$ cat src/rtl/mips_pkg.sv
// rtl/mips_pkg.sv - shared MIPS opcode/funct constants and fetch FSM encodings
package mips_pkg;

    localparam logic [5:0] OP_RTYPE = 6'h00;
    localparam logic [5:0] OP_J     = 6'h02;
    localparam logic [5:0] OP_BEQ   = 6'h04;
    localparam logic [5:0] OP_ADDI  = 6'h08;
    localparam logic [5:0] OP_ORI   = 6'h0D;
    localparam logic [5:0] FN_ADD   = 6'h20;

    typedef enum logic [1:0] {
        IDLE = 2'b00,
        REQ  = 2'b01,
        WAIT = 2'b10,
        ERR  = 2'b11
    } fetch_state_t;

endpackage

$ cat src/rtl/pc_next_mux.sv
// rtl/pc_next_mux.sv - next-PC selection and PC write enable
// Only the PC top nibble and the IR jump index are needed for the jump target.
module pc_next_mux #(
    parameter int WIDTH = 32
) (
    input  logic [3:0]       i_pc_hi,
    input  logic [25:0]      i_ir_index,
    input  logic [WIDTH-1:0] i_alu_result,
    input  logic [WIDTH-1:0] i_alu_out,
    input  logic             i_pc_src,
    input  logic             i_enable_j,
    input  logic             i_pc_write,
    input  logic             i_branch,
    input  logic             i_zero,
    output logic [WIDTH-1:0] o_next_pc,
    output logic             o_pc_en
);

    logic [WIDTH-1:0] w_jump_target;

    assign w_jump_target = {i_pc_hi, {(WIDTH-32){1'b0}}, i_ir_index, 2'b00};

    // enable_j is active-low: a low level overrides the pc_src choice
    always_comb begin
        o_next_pc = i_alu_result;
        if (!i_enable_j) begin
            o_next_pc = w_jump_target;
        end else if (i_pc_src) begin
            o_next_pc = i_alu_out;
        end
    end

    assign o_pc_en = i_pc_write | (i_branch & i_zero);

endmodule

$ cat src/rtl/fetch_unit.sv
// rtl/fetch_unit.sv - multicycle MIPS instruction fetch: PC/IR registers and memory handshake
// Fetch FSM runs independently of PC updates; the request address is latched in REQ.
module fetch_unit
    import mips_pkg::*;
#(
    parameter int              WIDTH    = 32,
    parameter logic [WIDTH-1:0] RESET_PC = 32'h0040_0000,
    parameter int              TIMEOUT  = 15
) (
    input  logic             i_clk,
    input  logic             i_rst,
    input  logic             i_fetch_start,
    input  logic             i_pc_write,
    input  logic             i_branch,
    input  logic             i_zero,
    input  logic             i_pc_src,
    input  logic             i_enable_j,
    input  logic [WIDTH-1:0] i_alu_result,
    input  logic [WIDTH-1:0] i_alu_out,
    input  logic [WIDTH-1:0] i_mem_rdata,
    input  logic             i_mem_ready,
    output logic [WIDTH-1:0] o_mem_addr,
    output logic             o_mem_rd,
    output logic [WIDTH-1:0] o_pc,
    output logic [WIDTH-1:0] o_ir,
    output logic [5:0]       o_op,
    output logic [5:0]       o_funct,
    output logic             o_ir_valid,
    output logic             o_busy,
    output logic             o_fetch_err
);

    localparam logic [7:0] CNT_LAST = 8'(TIMEOUT - 1);

    fetch_state_t     r_state;
    logic [WIDTH-1:0] r_pc;
    logic [WIDTH-1:0] r_ir;
    logic [WIDTH-1:0] r_addr;
    logic [7:0]       r_cnt;
    logic             r_mem_rd;
    logic             r_busy;
    logic             r_ir_valid;
    logic             r_fetch_err;

    logic [WIDTH-1:0] w_next_pc;
    logic             w_pc_en;

    pc_next_mux #(
        .WIDTH (WIDTH)
    ) u_pc_next_mux (
        .i_pc_hi      (r_pc[WIDTH-1:WIDTH-4]),
        .i_ir_index   (r_ir[25:0]),
        .i_alu_result (i_alu_result),
        .i_alu_out    (i_alu_out),
        .i_pc_src     (i_pc_src),
        .i_enable_j   (i_enable_j),
        .i_pc_write   (i_pc_write),
        .i_branch     (i_branch),
        .i_zero       (i_zero),
        .o_next_pc    (w_next_pc),
        .o_pc_en      (w_pc_en)
    );

    always_ff @(posedge i_clk) begin
        if (i_rst) begin
            r_state     <= IDLE;
            r_pc        <= RESET_PC;
            r_ir        <= '0;
            r_addr      <= RESET_PC;
            r_cnt       <= '0;
            r_mem_rd    <= 1'b0;
            r_busy      <= 1'b0;
            r_ir_valid  <= 1'b0;
            r_fetch_err <= 1'b0;
        end else begin
            r_ir_valid <= 1'b0;
            if (w_pc_en) begin
                r_pc <= w_next_pc;
            end
            case (r_state)
                IDLE: begin
                    if (i_fetch_start) begin
                        r_state  <= REQ;
                        r_mem_rd <= 1'b1;
                        r_busy   <= 1'b1;
                    end
                end
                REQ: begin
                    r_addr <= r_pc;
                    r_cnt  <= '0;
                    if (i_mem_ready) begin
                        r_ir       <= i_mem_rdata;
                        r_ir_valid <= 1'b1;
                        r_mem_rd   <= 1'b0;
                        r_busy     <= 1'b0;
                        r_state    <= IDLE;
                    end else begin
                        r_state <= WAIT;
                    end
                end
                WAIT: begin
                    if (i_mem_ready) begin
                        r_ir       <= i_mem_rdata;
                        r_ir_valid <= 1'b1;
                        r_mem_rd   <= 1'b0;
                        r_busy     <= 1'b0;
                        r_state    <= IDLE;
                    end else if (r_cnt == CNT_LAST) begin
                        r_fetch_err <= 1'b1;
                        r_mem_rd    <= 1'b0;
                        r_busy      <= 1'b0;
                        r_state     <= ERR;
                    end else begin
                        r_cnt <= r_cnt + 8'd1;
                    end
                end
                default: begin
                    r_mem_rd <= 1'b0;
                    r_busy   <= 1'b0;
                end
            endcase
        end
    end

    // REQ drives the live PC; WAIT holds the address latched at the end of REQ
    assign o_mem_addr  = (r_state == REQ) ? r_pc : r_addr;
    assign o_mem_rd    = r_mem_rd;
    assign o_pc        = r_pc;
    assign o_ir        = r_ir;
    assign o_op        = r_ir[31:26];
    assign o_funct     = r_ir[5:0];
    assign o_ir_valid  = r_ir_valid;
    assign o_busy      = r_busy;
    assign o_fetch_err = r_fetch_err;

endmodule

$ cat config.mk
export PLATFORM = sky130hd
export DESIGN_NAME = fetch_unit
export DESIGN_NICKNAME = d
export VERILOG_FILES = /design/src/rtl/mips_pkg.sv /design/src/rtl/pc_next_mux.sv /design/src/rtl/fetch_unit.sv
export SDC_FILE = /design/constraint.sdc
export NUM_CORES = 1
export LEC_CHECK = 0
export ABC_CLOCK_PERIOD_IN_PS = 1700
export CAP_MARGIN = 0
export CORE_AREA = 2 2 120 122
export DETAILED_ROUTE_END_ITERATION = 6
export DIE_AREA = 0 0 122 124
export GPL_ROUTABILITY_DRIVEN = 0
export PLACE_DENSITY_LB_ADDON = 0.05
export SKIP_LAST_GASP = 1
export SLEW_MARGIN = 15
export SYNTH_ARGS = -nofsm -noshare
export SYNTH_HDL_FRONTEND = slang
export SYNTH_SLANG_ARGS = --single-unit
$ cat constraint.sdc
create_clock -name i_clk -period 1.7 [get_ports i_clk]
set_input_delay 0.34 -clock i_clk [delete_from_list [all_inputs] [get_ports i_clk]]
set_output_delay 0.34 -clock i_clk [all_outputs]
set_load 0.01 [all_outputs]
Yosys cells after proc, flatten, opt, wreduce, memory -nomap -nowiden
Index checks and enable logic that the tools add are counted.

Bits in registers: 109. Bits in latches: 0. RAM bits: 0. Bits in read-only memories: 0. Bits of input ports: 105. Output and inout bits: 112. Word-level logic and storage cells: 50. Memories: 0.

Add/sub/neg operators: 1. Multipliers: 0. Divide/modulo/power cells: 0. Magnitude comparators: 0. Equality and inequality tests: 8. Shift-type cells: 0. Muxes and demuxes: 17. Bitwise operators: 4. Reductions and logical operators: 11.

Operators by type and width (count): two-way mux 32 bit (2); two-way mux 28 bit (1); two-way mux 8 bit (2); one-hot mux 8 bit (2 select lines) (1); AND reduction 3 bit (4); adder 8 x 1 -> 8 bit (second input constant) (1); == test 8 x 4 -> 1 bit (second input constant) (1); two-way mux 2 bit (4); inequality test 2 bit (second input constant) (4); one-hot mux 2 bit (3 select lines) (1); two-way mux 1 bit (5); AND reduction 2 bit (2); OR reduction 2 bit (2); inequality test 3 bit (second input constant) (1); one-hot mux 1 bit (3 select lines) (1); nonzero test 3 bit (1); == test 2 x 1 -> 1 bit (second input constant) (1); == test 2 bit (second input constant) (1); logical NOT 2 bit (1); inverter 1 bit (2); nonzero test 2 bit (1); bitwise AND 1 bit (1); OR 1 bit (1).

Longest topological paths before layout
Word-level depth: 4. Gate-level depth with buffers: 7.

Cells and area by module
Synthesis repeated with hierarchy kept, for this count alone.

Cells, all modules: 548. Area total of the unflattened synthesis: 4944.7 um2.

Modules (own cells, without submodules): fetch_unit (times used 1, cells an instance 442, area each 4239.1 um2, sequential area each 2182.1 um2); pc_next_mux (times used 1, cells an instance 106, area each 705.7 um2, sequential area each 0.0 um2).

Least setup slack after synthesis
No wires, ideal clock.

Path kind: reg-to-output. Start: register r_state[1]. End: output o_mem_addr[14]. Arrival time: 1.308 ns. Path slack: 0.052 ns. Stages on the path, launching flop included: 6. Path buffers: 2. Cells stage by stage: dfxtp_1 > inv_1 > ha_1 > buf_2 > buf_2 > mux2_2.

Cells in the longest elaborated chain, start to end: 2.

RTL lines: start, declared (line fetch_unit.sv:35) `fetch_state_t r_state;`; start signal, assigned (line fetch_unit.sv:66) `r_state <= IDLE;`; start signal, assigned (line fetch_unit.sv:83) `r_state <= REQ;`; start signal, assigned (line fetch_unit.sv:96) `r_state <= IDLE;`; == test 2 x 1 -> 1 bit (line fetch_unit.sv:126) `assign o_mem_addr = (r_state == REQ) ? r_pc : r_addr;`; two-way mux 32 bit; end, declared (line fetch_unit.sv:22) `output logic [WIDTH-1:0] o_mem_addr,`.

No other way between the ends.

Worst setup path in the final report
Start: register r_state[1]. End: output o_mem_addr[11].

The elaborated chain is that of the path after synthesis.

==> results.md <==
Drt:
- The via density per instance is ~4.8.
- The routed length per instance is 16.8 um.
- The post-detailed-routing wire length is about 16 mm.
- The via count is roughly 4500.
- The remaining number of nets flagged by the antenna check after routing is 0.
- In the routed design, unresolved DRC markers number 0.
- The number of iterations in the first detailed-routing pass is 4.
- After the first detailed-routing iteration, the DRC count stood at 193.

Clock network:
- Buffers inserted to repair hold after CTS numbered 0.
- The number of sinks handled by clock tree synthesis is between 100 and 150.
- The later pin in the worst-skew pair is clocked with a latency of between 0.3 and 0.4 ns.
- The cell at the root of the clock tree is clkbuf_16.
- The maximum level of the CTS H-tree is 3.
- The number of buffers on the longest clock path is 2.
- The clock buffer count from CTS is 9.
- TritonCTS built the clock tree.
- Clock-pin slew was measured on the worst setup and hold paths at roughly 0.070 ns.

Timing:
- Hold is met by 0.450 ns.
- For the finished layout, the period the worst path requires is 1.96 ns.
- The maximum clock skew at final layout is 0.00390 ns.
- The count of pins over their slew limit is 0.
- The final worst-path cycle share is 1.16.
- The upper clock frequency limit is 509 MHz.
- Measured against its own limit, the worst slew margin works out to 0.645.
- The final worst slack is -0.264 ns.
- The setup-violating endpoint count in the final report is 32.
- Setup repair after global routing could not meet its margin everywhere.
- The hold violation count in the final report came to 0.
- The actual slew at the worst max-slew pin is roughly 0.53 ns.

Floorplanning:
- In this run the standard cell core region covers 13700 um^2.
- The height of the die is ~120 um.
- For this configuration, the core starts out at a cell density of 0.346.
- The standard-cell row count is between 40 and 50.
- The count of pins on the block boundary is 217.
- The total die area is approximately 15000 um^2.
- The floorplan step set the die width to between 100 and 150 um.

Setup path:
- Data arrives at the worst endpoint at about 1.6 ns.
- The type of destination of the critical path is an output port.
- The reg2reg setup slack is approximately 0.02 ns.
- The critical path is of the flip-flop to output port type.
- The sort of element at the start of the critical path is a flip-flop.
- Of all nets on the critical path, the largest fanout is 6.
- The worst path required time is 1.36 ns.

Synth:
- Counting flops with a built-in enable in the synthesized netlist gives 0.
- The number of instances in the synthesized netlist is 541.
- A synthesized cell averages ~9 um^2.
- The netlist uses 36 different library cells.
- The post-synthesis instance area is between 4000 and 5000 um^2.
- The fraction of the yosys area taken by sequential cells is 0.460.
- The flip-flop and latch count after synthesis is approximately 110.
- The most common flop cell mapped by yosys is dfxtp_1.
- During synthesis, Yosys emitted a total of 0 warnings.
- The net count after synthesis is ~650.
- In the synthesized netlist the async set-or-reset flop fraction comes to 0.

Global routing:
- The number of global-route vias before repair is 4503.
- For this run, the total global-route usage over all layers was measured as 0.204.
- Entering global routing, the biggest net connects 43 pins.
- The overall overflow remaining after global route is 0.
- The global-route wire length before repair is 23.7 mm.
- The initial antenna violation count is 0.

Finish:
- The final instance area is about 8000 um^2.
- The commonest non-fill, non-tap cell in the layout is clkdlybuf4s50_1.
- The filler cell count is around 1200.
- The signed area change from the synthesized netlist to the final layout is 66.2%.
- The final cell count without fillers is 936.
- In the layout the commonest cells are 176 x clkdlybuf4s50_1, 107 x dfxtp_1, 69 x nand2_1.
- 0 antenna diodes ended up in the layout.
- The post-layout net count is 862.
- In the final layout, the share of cells above drive strength 1 is 0.181.

Power:
- The clock network fraction of design power is 0.269.
- The sequential fraction of design power is 0.389.
- The share of total power dissipated in combinational logic is 0.343.
- The switching power share of the total is 0.282.
- The highest ir drop seen on vdd is around 0.53 mV.
- The internal power of the cells totals roughly 0.0053 W.
- The net switching power is around 0.0021 W.
- The areal power density over the cells is 943 nW/um^2.
- The total leakage power is 3.16 nW.

Placed design:
- In this run the tool buffered the top-level ports with 216 buffer cells.
- Once placement finished, the instance area stood at 7180 um^2.
- The pre-CTS worst setup slack is -0.332 ns.
- After detailed placement, the design holds a cell count of between 900 and 1000.
- The sum of net half-perimeters after detailed placement is roughly 11 mm.

Run status:
- The final reports fail on negative setup slack.
- The flow ran to the end, but the final reports show violations.

Worst hold path:
- The worst hold-check path type is primary input to flip-flop.

Run:
- The max-cap violation count is 0.
## worst paths after layout
kind | startpoint | to | depth (start not counted)
worst min register to register | o_ir[14]$_SDFFE_PP0P_ | o_ir[14]$_SDFFE_PP0P_ | 2
worst min-delay path | i_rst | o_pc[23]$_SDFFE_PP0N_ | 2
worst max register to register | r_state[0]$_SDFFE_PP0P_ | r_cnt[2]$_SDFFE_PP0P_ | 6
worst max-delay path | r_state[1]$_SDFFE_PP0P_ | o_mem_addr[11] | 6
## synthesized netlist by cell type (5+ instances only)
library cell / n / area share
ha_1: 5 / 0.013
buf_2: 8 / 0.0084
a211oi_1: 29 / 0.046
nand3_1: 5 / 0.0053
buf_4: 13 / 0.021
inv_1: 7 / 0.0055
or3_1: 5 / 0.0066
dfxtp_1: 109 / 0.46
buf_1: 7 / 0.0055
a21oi_1: 66 / 0.070
o21ai_0: 5 / 0.0053
nor2b_1: 32 / 0.042
mux2i_1: 33 / 0.070
mux2_2: 32 / 0.076
nor2_1: 63 / 0.050
nand2_1: 70 / 0.055
clkbuf_1: 25 / 0.020
## sequential cells by signal, summed over array words and instances (netlist names)
signal       flops
o_fetch_err      1
o_busy           1
o_ir_valid       1
r_addr          32
o_ir            32
r_state          2
r_cnt            8
o_pc            32
## worst max-delay path: stages (launching register included)
cell	delay [ns]
dfxtp_2	0.34
inv_2	0.05
ha_4	0.17
buf_12	0.14
buf_12	0.15
mux2_4	0.31
buf_6	0.12
## power groups by stage
stage | sequential, W | combinational, W | clock, W
6_report | 0.00289 | 0.00255 | 0.00200
5_1_grt | 0.00291 | 0.00273 | 0.00215
4_1_cts | 0.00289 | 0.00251 | 0.00207
3_5_place_dp | 0.00294 | 0.00202 | 0
3_3_place_gp | 0.00293 | 0.00200 | 0
2_1_floorplan | 0.00297 | 0.000906 | 0
## cells by family after synthesis
logic type / Yosys count / synth area share
simple gates: 188 / 0.178
compound gates: 112 / 0.140
flops: 109 / 0.460
mux: 65 / 0.145
buf+inv: 61 / 0.0622
fa+ha+maj: 5 / 0.0132
xor+xnor: 1 / 0.00184
## timing repair
| action | CTS | global route |
|---|---|---|
| pin swaps | 1 | 4 |
| gates resized for setup | 197 | 31 |
| setup buffers | 7 | 2 |
| endpoints found under the setup margin | 34 | 78 |
| cloned | 4 | 0 |
## per-stage QoR
stage          power, W   util  TNS, ns
2_1_floorplan   0.00388      -        0
3_3_place_gp    0.00493  0.524   -10.14
3_5_place_dp    0.00496  0.524   -11.57
4_1_cts         0.00746  0.569    -9.92
5_1_grt         0.00780  0.575    -9.59
6_report        0.00744  0.575    -7.77
## final cells by class
| type | count | area (um^2) | area share |
|---|---|---|---|
| multi-input combinational | 371 | 2470 | 0.312 |
| tap | 180 | 225 | 0.0285 |
| inverter | 7 | 26.3 | 0.00333 |
| sequential | 109 | 2180 | 0.277 |
| clock inverter | 1 | 5.00 | 0.000634 |
| clock buffer | 14 | 274 | 0.0347 |
| timing repair buffer | 254 | 2710 | 0.344 |
## layer usage
layer,vias up,share of wire,GRT usage
li1,2232,-,-
met1,2128,0.44,0.256
met2,147,0.48,0.348
met3,14,0.068,0.0485
met4,0,0.013,0.0639
met5,-,0,0
No activity file was read; power rests on OpenSTA's default activity.
